[config.mk]
export PLATFORM = sky130hd
export DESIGN_NAME = register_bank
export DESIGN_NICKNAME = d
export VERILOG_FILES = /design/src/rtl/register_bank.sv
export SDC_FILE = /design/constraint.sdc
export NUM_CORES = 1
export LEC_CHECK = 0
export ABC_AREA = 0
export BUFFER_PORTS_ARGS = -buffer_cell sky130_fd_sc_hd__buf_2
export CAP_MARGIN = 25
export CORE_AREA = 2 2 428 430
export DETAILED_ROUTE_END_ITERATION = 12
export DIE_AREA = 0 0 430 432
export PLACE_DENSITY_LB_ADDON = 0.15
export SLEW_MARGIN = 40
export SYNTH_ARGS = -nofsm -noshare
export SYNTH_HDL_FRONTEND = slang
export SYNTH_SLANG_ARGS = --single-unit
[constraint.sdc]
create_clock -name clk -period 9.4 [get_ports clk]
set_input_delay 0.94 -clock clk [delete_from_list [all_inputs] [get_ports clk]]
set_output_delay 0.94 -clock clk [all_outputs]
set_load 0.02 [all_outputs]
[src/rtl/register_bank.sv]
// register_bank: 31x32 architectural register file with hardwired r0,
// a write-back port, a link port for r31 and a committed-write counter.
module register_bank #(
  parameter logic [31:0] SP_INIT = 32'h0000_3FFC,
  parameter logic [31:0] GP_INIT = 32'h0000_1800
) (
  input  logic        clk,
  input  logic        rst_n,
  input  logic        we,
  input  logic [4:0]  waddr,
  input  logic [31:0] wdata,
  input  logic        link_we,
  input  logic [31:0] link_data,
  output logic [31:0] q_0,
  output logic [31:0] q_1,
  output logic [31:0] q_2,
  output logic [31:0] q_3,
  output logic [31:0] q_4,
  output logic [31:0] q_5,
  output logic [31:0] q_6,
  output logic [31:0] q_7,
  output logic [31:0] q_8,
  output logic [31:0] q_9,
  output logic [31:0] q_10,
  output logic [31:0] q_11,
  output logic [31:0] q_12,
  output logic [31:0] q_13,
  output logic [31:0] q_14,
  output logic [31:0] q_15,
  output logic [31:0] q_16,
  output logic [31:0] q_17,
  output logic [31:0] q_18,
  output logic [31:0] q_19,
  output logic [31:0] q_20,
  output logic [31:0] q_21,
  output logic [31:0] q_22,
  output logic [31:0] q_23,
  output logic [31:0] q_24,
  output logic [31:0] q_25,
  output logic [31:0] q_26,
  output logic [31:0] q_27,
  output logic [31:0] q_28,
  output logic [31:0] q_29,
  output logic [31:0] q_30,
  output logic [31:0] q_31,
  output logic [15:0] wr_count
);

  logic [31:0] r [1:31];
  logic        wb_hit;
  logic        link_hit;
  logic [1:0]  inc;

  // Qualify both ports; write-back to r31 shadows a same-cycle link write.
  always_comb begin
    wb_hit   = we && (waddr != 5'd0);
    link_hit = link_we && !(we && (waddr == 5'd31));
    inc      = {1'b0, wb_hit} + {1'b0, link_hit};
  end

  genvar i;
  for (i = 1; i < 32; i++) begin : g_reg
    localparam logic [31:0] RV =
      (i == 28) ? GP_INIT :
      (i == 29) ? SP_INIT : 32'h0;
    localparam bit LINK = (i == 31);
    logic sel;
    assign sel = wb_hit && (waddr == 5'(i));
    // One register: reset value, write-back, then link (r31 only).
    always_ff @(posedge clk) begin
      if (!rst_n)
        r[i] <= RV;
      else if (sel)
        r[i] <= wdata;
      else if (LINK && link_hit)
        r[i] <= link_data;
    end
  end

  // Committed-write counter, wraps silently.
  always_ff @(posedge clk) begin
    if (!rst_n)
      wr_count <= 16'h0;
    else
      wr_count <= wr_count + 16'(inc);
  end

  assign q_0  = 32'h0;
  assign q_1  = r[1];
  assign q_2  = r[2];
  assign q_3  = r[3];
  assign q_4  = r[4];
  assign q_5  = r[5];
  assign q_6  = r[6];
  assign q_7  = r[7];
  assign q_8  = r[8];
  assign q_9  = r[9];
  assign q_10 = r[10];
  assign q_11 = r[11];
  assign q_12 = r[12];
  assign q_13 = r[13];
  assign q_14 = r[14];
  assign q_15 = r[15];
  assign q_16 = r[16];
  assign q_17 = r[17];
  assign q_18 = r[18];
  assign q_19 = r[19];
  assign q_20 = r[20];
  assign q_21 = r[21];
  assign q_22 = r[22];
  assign q_23 = r[23];
  assign q_24 = r[24];
  assign q_25 = r[25];
  assign q_26 = r[26];
  assign q_27 = r[27];
  assign q_28 = r[28];
  assign q_29 = r[29];
  assign q_30 = r[30];
  assign q_31 = r[31];

endmodule

==> impl_metrics.prom <==
# TYPE chip_impl_metric gauge
chip_impl_info{name="result_of_the_run",value="completed"} 1
chip_impl_info{name="crit_path_frequent_cell",value="buf_4"} 1
chip_impl_metric{name="worst_setup_hold_path_clk_slew",unit="ns"} 0.06
chip_impl_metric{name="dr_total_vias",unit=""} 26220
chip_impl_metric{name="dieHeight",unit="um"} 432
chip_impl_metric{name="path_max_fanout",unit=""} 49
chip_impl_metric{name="place.gp.congestion",unit=""} 0.8166
chip_impl_metric{name="yosys.area_share.adder",unit="%"} 0.08798
chip_impl_metric{name="proportion_of_synthesized_area_in_mux_cells",unit="%"} 0.1083
chip_impl_info{name="slowest_stage",value="and3_1"} 1
chip_impl_metric{name="yosys.area_share.xor_xnor",unit="%"} 0.07106
chip_impl_metric{name="clkLatencyLatePin",unit="ns"} 0.77
chip_impl_metric{name="synth.yosys.warnings",unit=""} 0
chip_impl_metric{name="die_w",unit="um"} 430
chip_impl_info{name="final_common_cell",value="buf_2"} 1
chip_impl_metric{name="power_density_over_the_cells",unit="mW/mm2"} 223.1
chip_impl_metric{name="placeableCoreArea",unit="mm2"} 0.1817
chip_impl_metric{name="drv_cap",unit=""} 0
chip_impl_metric{name="mean_instance_size_in_the_synthesized_netlist",unit="um2"} 14.31
chip_impl_metric{name="grt_use_total",unit="%"} 20.40
chip_impl_info{name="end_kind",value="flip-flop"} 1
chip_impl_metric{name="layout_min_cycle_time",unit="ns"} 3.016
chip_impl_metric{name="grt_first_pass_wirelength",unit="um"} 252100
chip_impl_metric{name="cts_buffers",unit=""} 120
chip_impl_metric{name="clock_sinks",unit=""} 1008
chip_impl_metric{name="dr.first_iter.drc_count",unit=""} 2415
chip_impl_metric{name="synth_compound_area_share",unit="%"} 1.553
chip_impl_metric{name="fin_area",unit="mm2"} 0.04899
chip_impl_metric{name="floorplan.initialDensity",unit="%"} 20.35
chip_impl_metric{name="synthArstFlopShare",unit="%"} 0
chip_impl_info{name="worstPathCellList",value="buf_4 -> and3_1 -> nand2_4 -> buf_4 -> or3_1"} 1
chip_impl_metric{name="detail_route.wl_per_cell",unit="um"} 32.05
chip_impl_metric{name="synthCells",unit=""} 2584
chip_impl_metric{name="hold_viol",unit=""} 0
chip_impl_metric{name="grt_antenna_before_repair",unit=""} 53
chip_impl_metric{name="worst-endpoint-required",unit="ns"} 9.88
chip_impl_metric{name="worst_ir_drop_vdd",unit="V"} 0.0001478
chip_impl_metric{name="row_count",unit=""} 157
chip_impl_metric{name="power.leakage",unit="nW"} 17.83
chip_impl_info{name="cts_tree",value="built"} 1
chip_impl_metric{name="critPathBufInv",unit=""} 2
chip_impl_metric{name="synth_sequential_area_ratio",unit="%"} 81.43
chip_impl_info{name="synth-main-ff-cell",value="edfxtp_1"} 1
chip_impl_metric{name="postRouteAntennaNets",unit=""} 0
chip_impl_metric{name="synth_cell_types",unit=""} 40
chip_impl_metric{name="number_of_enable_type_register_cells_in_the_synthesized_netlist",unit=""} 992
chip_impl_metric{name="timing_worst_slew_pin_value",unit="ns"} 0.8632
chip_impl_metric{name="cp_data_arrival_time",unit="ns"} 3.50
chip_impl_metric{name="cts.htree.levels",unit=""} 3
chip_impl_metric{name="timing.slew.headroom",unit="%"} 42.46
chip_impl_metric{name="grt_overflow",unit=""} 0
chip_impl_info{name="layout.cells.most_common_list",value="1,079 x buf_2, 992 x edfxtp_1, 897 x nor2_1"} 1
chip_impl_metric{name="ys_ff_latch",unit=""} 1008
chip_impl_metric{name="cts.hold.buffers_added",unit=""} 0
chip_impl_info{name="top_family_by_delay_on_critical_path",value="simple AND/OR/NAND/NOR gates"} 1
chip_impl_metric{name="count_of_endpoints_failing_setup_in_the_final_report",unit=""} 0
chip_impl_metric{name="tns",unit="ns"} 0
chip_impl_metric{name="layout-area-overhead-vs-synth",unit="%"} 32.50
chip_impl_metric{name="grt_pass1_vias",unit=""} 24600
chip_impl_metric{name="synth_area",unit="mm2"} 0.03697
chip_impl_info{name="largest_family_of_logic_cells_by_synthesized_area",value="simple AND/OR/NAND/NOR gates"} 1
chip_impl_metric{name="buffer_ports.inserted",unit=""} 1080
chip_impl_info{name="timing_worst_setup_path_type",value="in -> reg"} 1
chip_impl_metric{name="final_layout_size_suffix_gt1_share",unit="%"} 36.77
chip_impl_metric{name="finish.net_count",unit=""} 3738
chip_impl_metric{name="maxSlewViolCount",unit=""} 0
chip_impl_metric{name="maxClockFrequency",unit="MHz"} 331.5
chip_impl_metric{name="cts_setup_buffers",unit=""} 0
chip_impl_metric{name="clock_path_buffers",unit=""} 3
chip_impl_metric{name="fillCellCount",unit=""} 18980
chip_impl_metric{name="drt_pass1_iterations",unit=""} 5
chip_impl_metric{name="ctsResizeCount",unit=""} 0
chip_impl_info{name="class_of_the_tightest_hold_or_removal_check",value="reg -> reg"} 1
chip_impl_metric{name="preCtsSetupSlack",unit="ns"} 5.578
chip_impl_metric{name="final_core_utilization",unit="%"} 26.96
chip_impl_metric{name="via_per_inst",unit=""} 4.258
chip_impl_metric{name="post-route-period-util",unit="%"} 32.09
chip_impl_metric{name="fin_ws",unit="ns"} 6.384
chip_impl_info{name="crit_path_start_kind",value="input port"} 1
chip_impl_metric{name="final.setup_skew",unit="ns"} 0.04934
chip_impl_info{name="setup_repair_after_global_routing_missed_its_margin",value="no"} 1
chip_impl_metric{name="slowest_delay",unit="ns"} 0.60
chip_impl_metric{name="die_area",unit="mm2"} 0.1858
chip_impl_metric{name="grt_max_degree",unit=""} 70
chip_impl_metric{name="post-dp-hpwl",unit="um"} 138200
chip_impl_metric{name="synth_simple_gate_area_share",unit="%"} 13.57
chip_impl_metric{name="io_pins",unit=""} 1113
chip_impl_metric{name="drt_drc_violations_left",unit=""} 0
chip_impl_metric{name="dpl-instance-area",unit="mm2"} 0.04530
chip_impl_info{name="clock-root-buffer",value="clkbuf_16"} 1
chip_impl_metric{name="routed_wl",unit="um"} 197400
-- through the flow --
| stage | std cells | hold WS, ns | total power [W] |
|---|---|---|---|
| detailed placement | 5926 | 0.4764 | 0.006565 |
| floorplan | 2615 | 0.5405 | 0.005904 |
| global route | 6148 | 0.4899 | 0.01125 |
| CTS | 6146 | 0.4845 | 0.01107 |
| finish | 6159 | 0.4786 | 0.01093 |
| global placement | 5925 | 0.4663 | 0.006565 |
-- worst paths after layout --
check	startpoint	end	slack (ns)	cells after the start
worst max-delay path	rst_n	r[0][933]$_SDFFCE_PN1P_	6.38	5
worst min register to register	wr_count[15]$_SDFF_PN0_	wr_count[15]$_SDFF_PN0_	0.48	2
worst min-delay path	wr_count[15]$_SDFF_PN0_	wr_count[15]$_SDFF_PN0_	0.48	2
worst max register to register	wr_count[0]$_SDFF_PN0_	wr_count[10]$_SDFF_PN0_	7.23	7
-- worst register-to-register path: stages, from the launching register on --
cell	delay [ns]
dfxtp_1	0.34
inv_1	0.06
fa_1	0.49
inv_1	0.10
ha_1	0.23
nand2_1	0.18
or4_1	0.50
a21oi_1	0.15
-- final cells by class --
type	count	area, um2	share of cell area [%]
Sequential cell	1008	30110	61.46
Multi-Input combinational cell	1375	6213	12.68
Timing Repair Buffer	1152	5979	12.21
Clock buffer	145	3097	6.321
Tap cell	2385	2984	6.091
Clock inverter	75	554.3	1.131
Antenna cell	13	32.53	0.06640
Inverter	6	22.52	0.04597
-- report_power, final --
group	switching (W)	leakage, nW	total, W	internal (W)
registers	0.0000803	9.63	0.00526	0.00518
logic	0.000950	6.43	0.00118	0.000226
clock network	0.00201	1.77	0.00449	0.00247
-- sequential cells by signal (all words and copies together) (netlist names) --
register and cells:
wr_count 16, r 992
-- synth_stat cells, types with 5 or more instances --
library cell / n / area share (%)
or3_1: 17 / 0.29
o211ai_1: 32 / 0.65
buf_2: 87 / 1.2
and2_1: 37 / 0.63
nor2_1: 897 / 9.1
and3_1: 24 / 0.41
nand2b_1: 7 / 0.12
buf_4: 40 / 0.81
o21ai_0: 20 / 0.27
clkbuf_1: 91 / 0.92
a21oi_1: 39 / 0.53
nand2_1: 188 / 1.9
buf_6: 5 / 0.15
edfxtp_1: 992 / 81
inv_1: 5 / 0.051
dfxtp_1: 16 / 0.87
nand3_1: 42 / 0.57
-- routing by layer --
| metal | up-vias | part of all wire, % | track usage [%] |
|---|---|---|---|
| li1 | 11100 | - | - |
| met1 | 13700 | 37 | 23.83 |
| met2 | 1145 | 52 | 36.57 |
| met3 | 277 | 6.4 | 4.136 |
| met4 | 4 | 4.2 | 7.833 |
| met5 | - | 0.014 | 0 |
-- kinds of logic after synthesis --
family | count (synthesis)
multiplexers | 4
adder cells (fa/ha/maj) | 2
XOR/XNOR | 3
AO/OA/AOI/OAI | 96
other | 1
buffers and inverters | 232
flip-flops | 1008
AND/OR/NAND/NOR | 1238
Power figures use the tool's default switching activity.
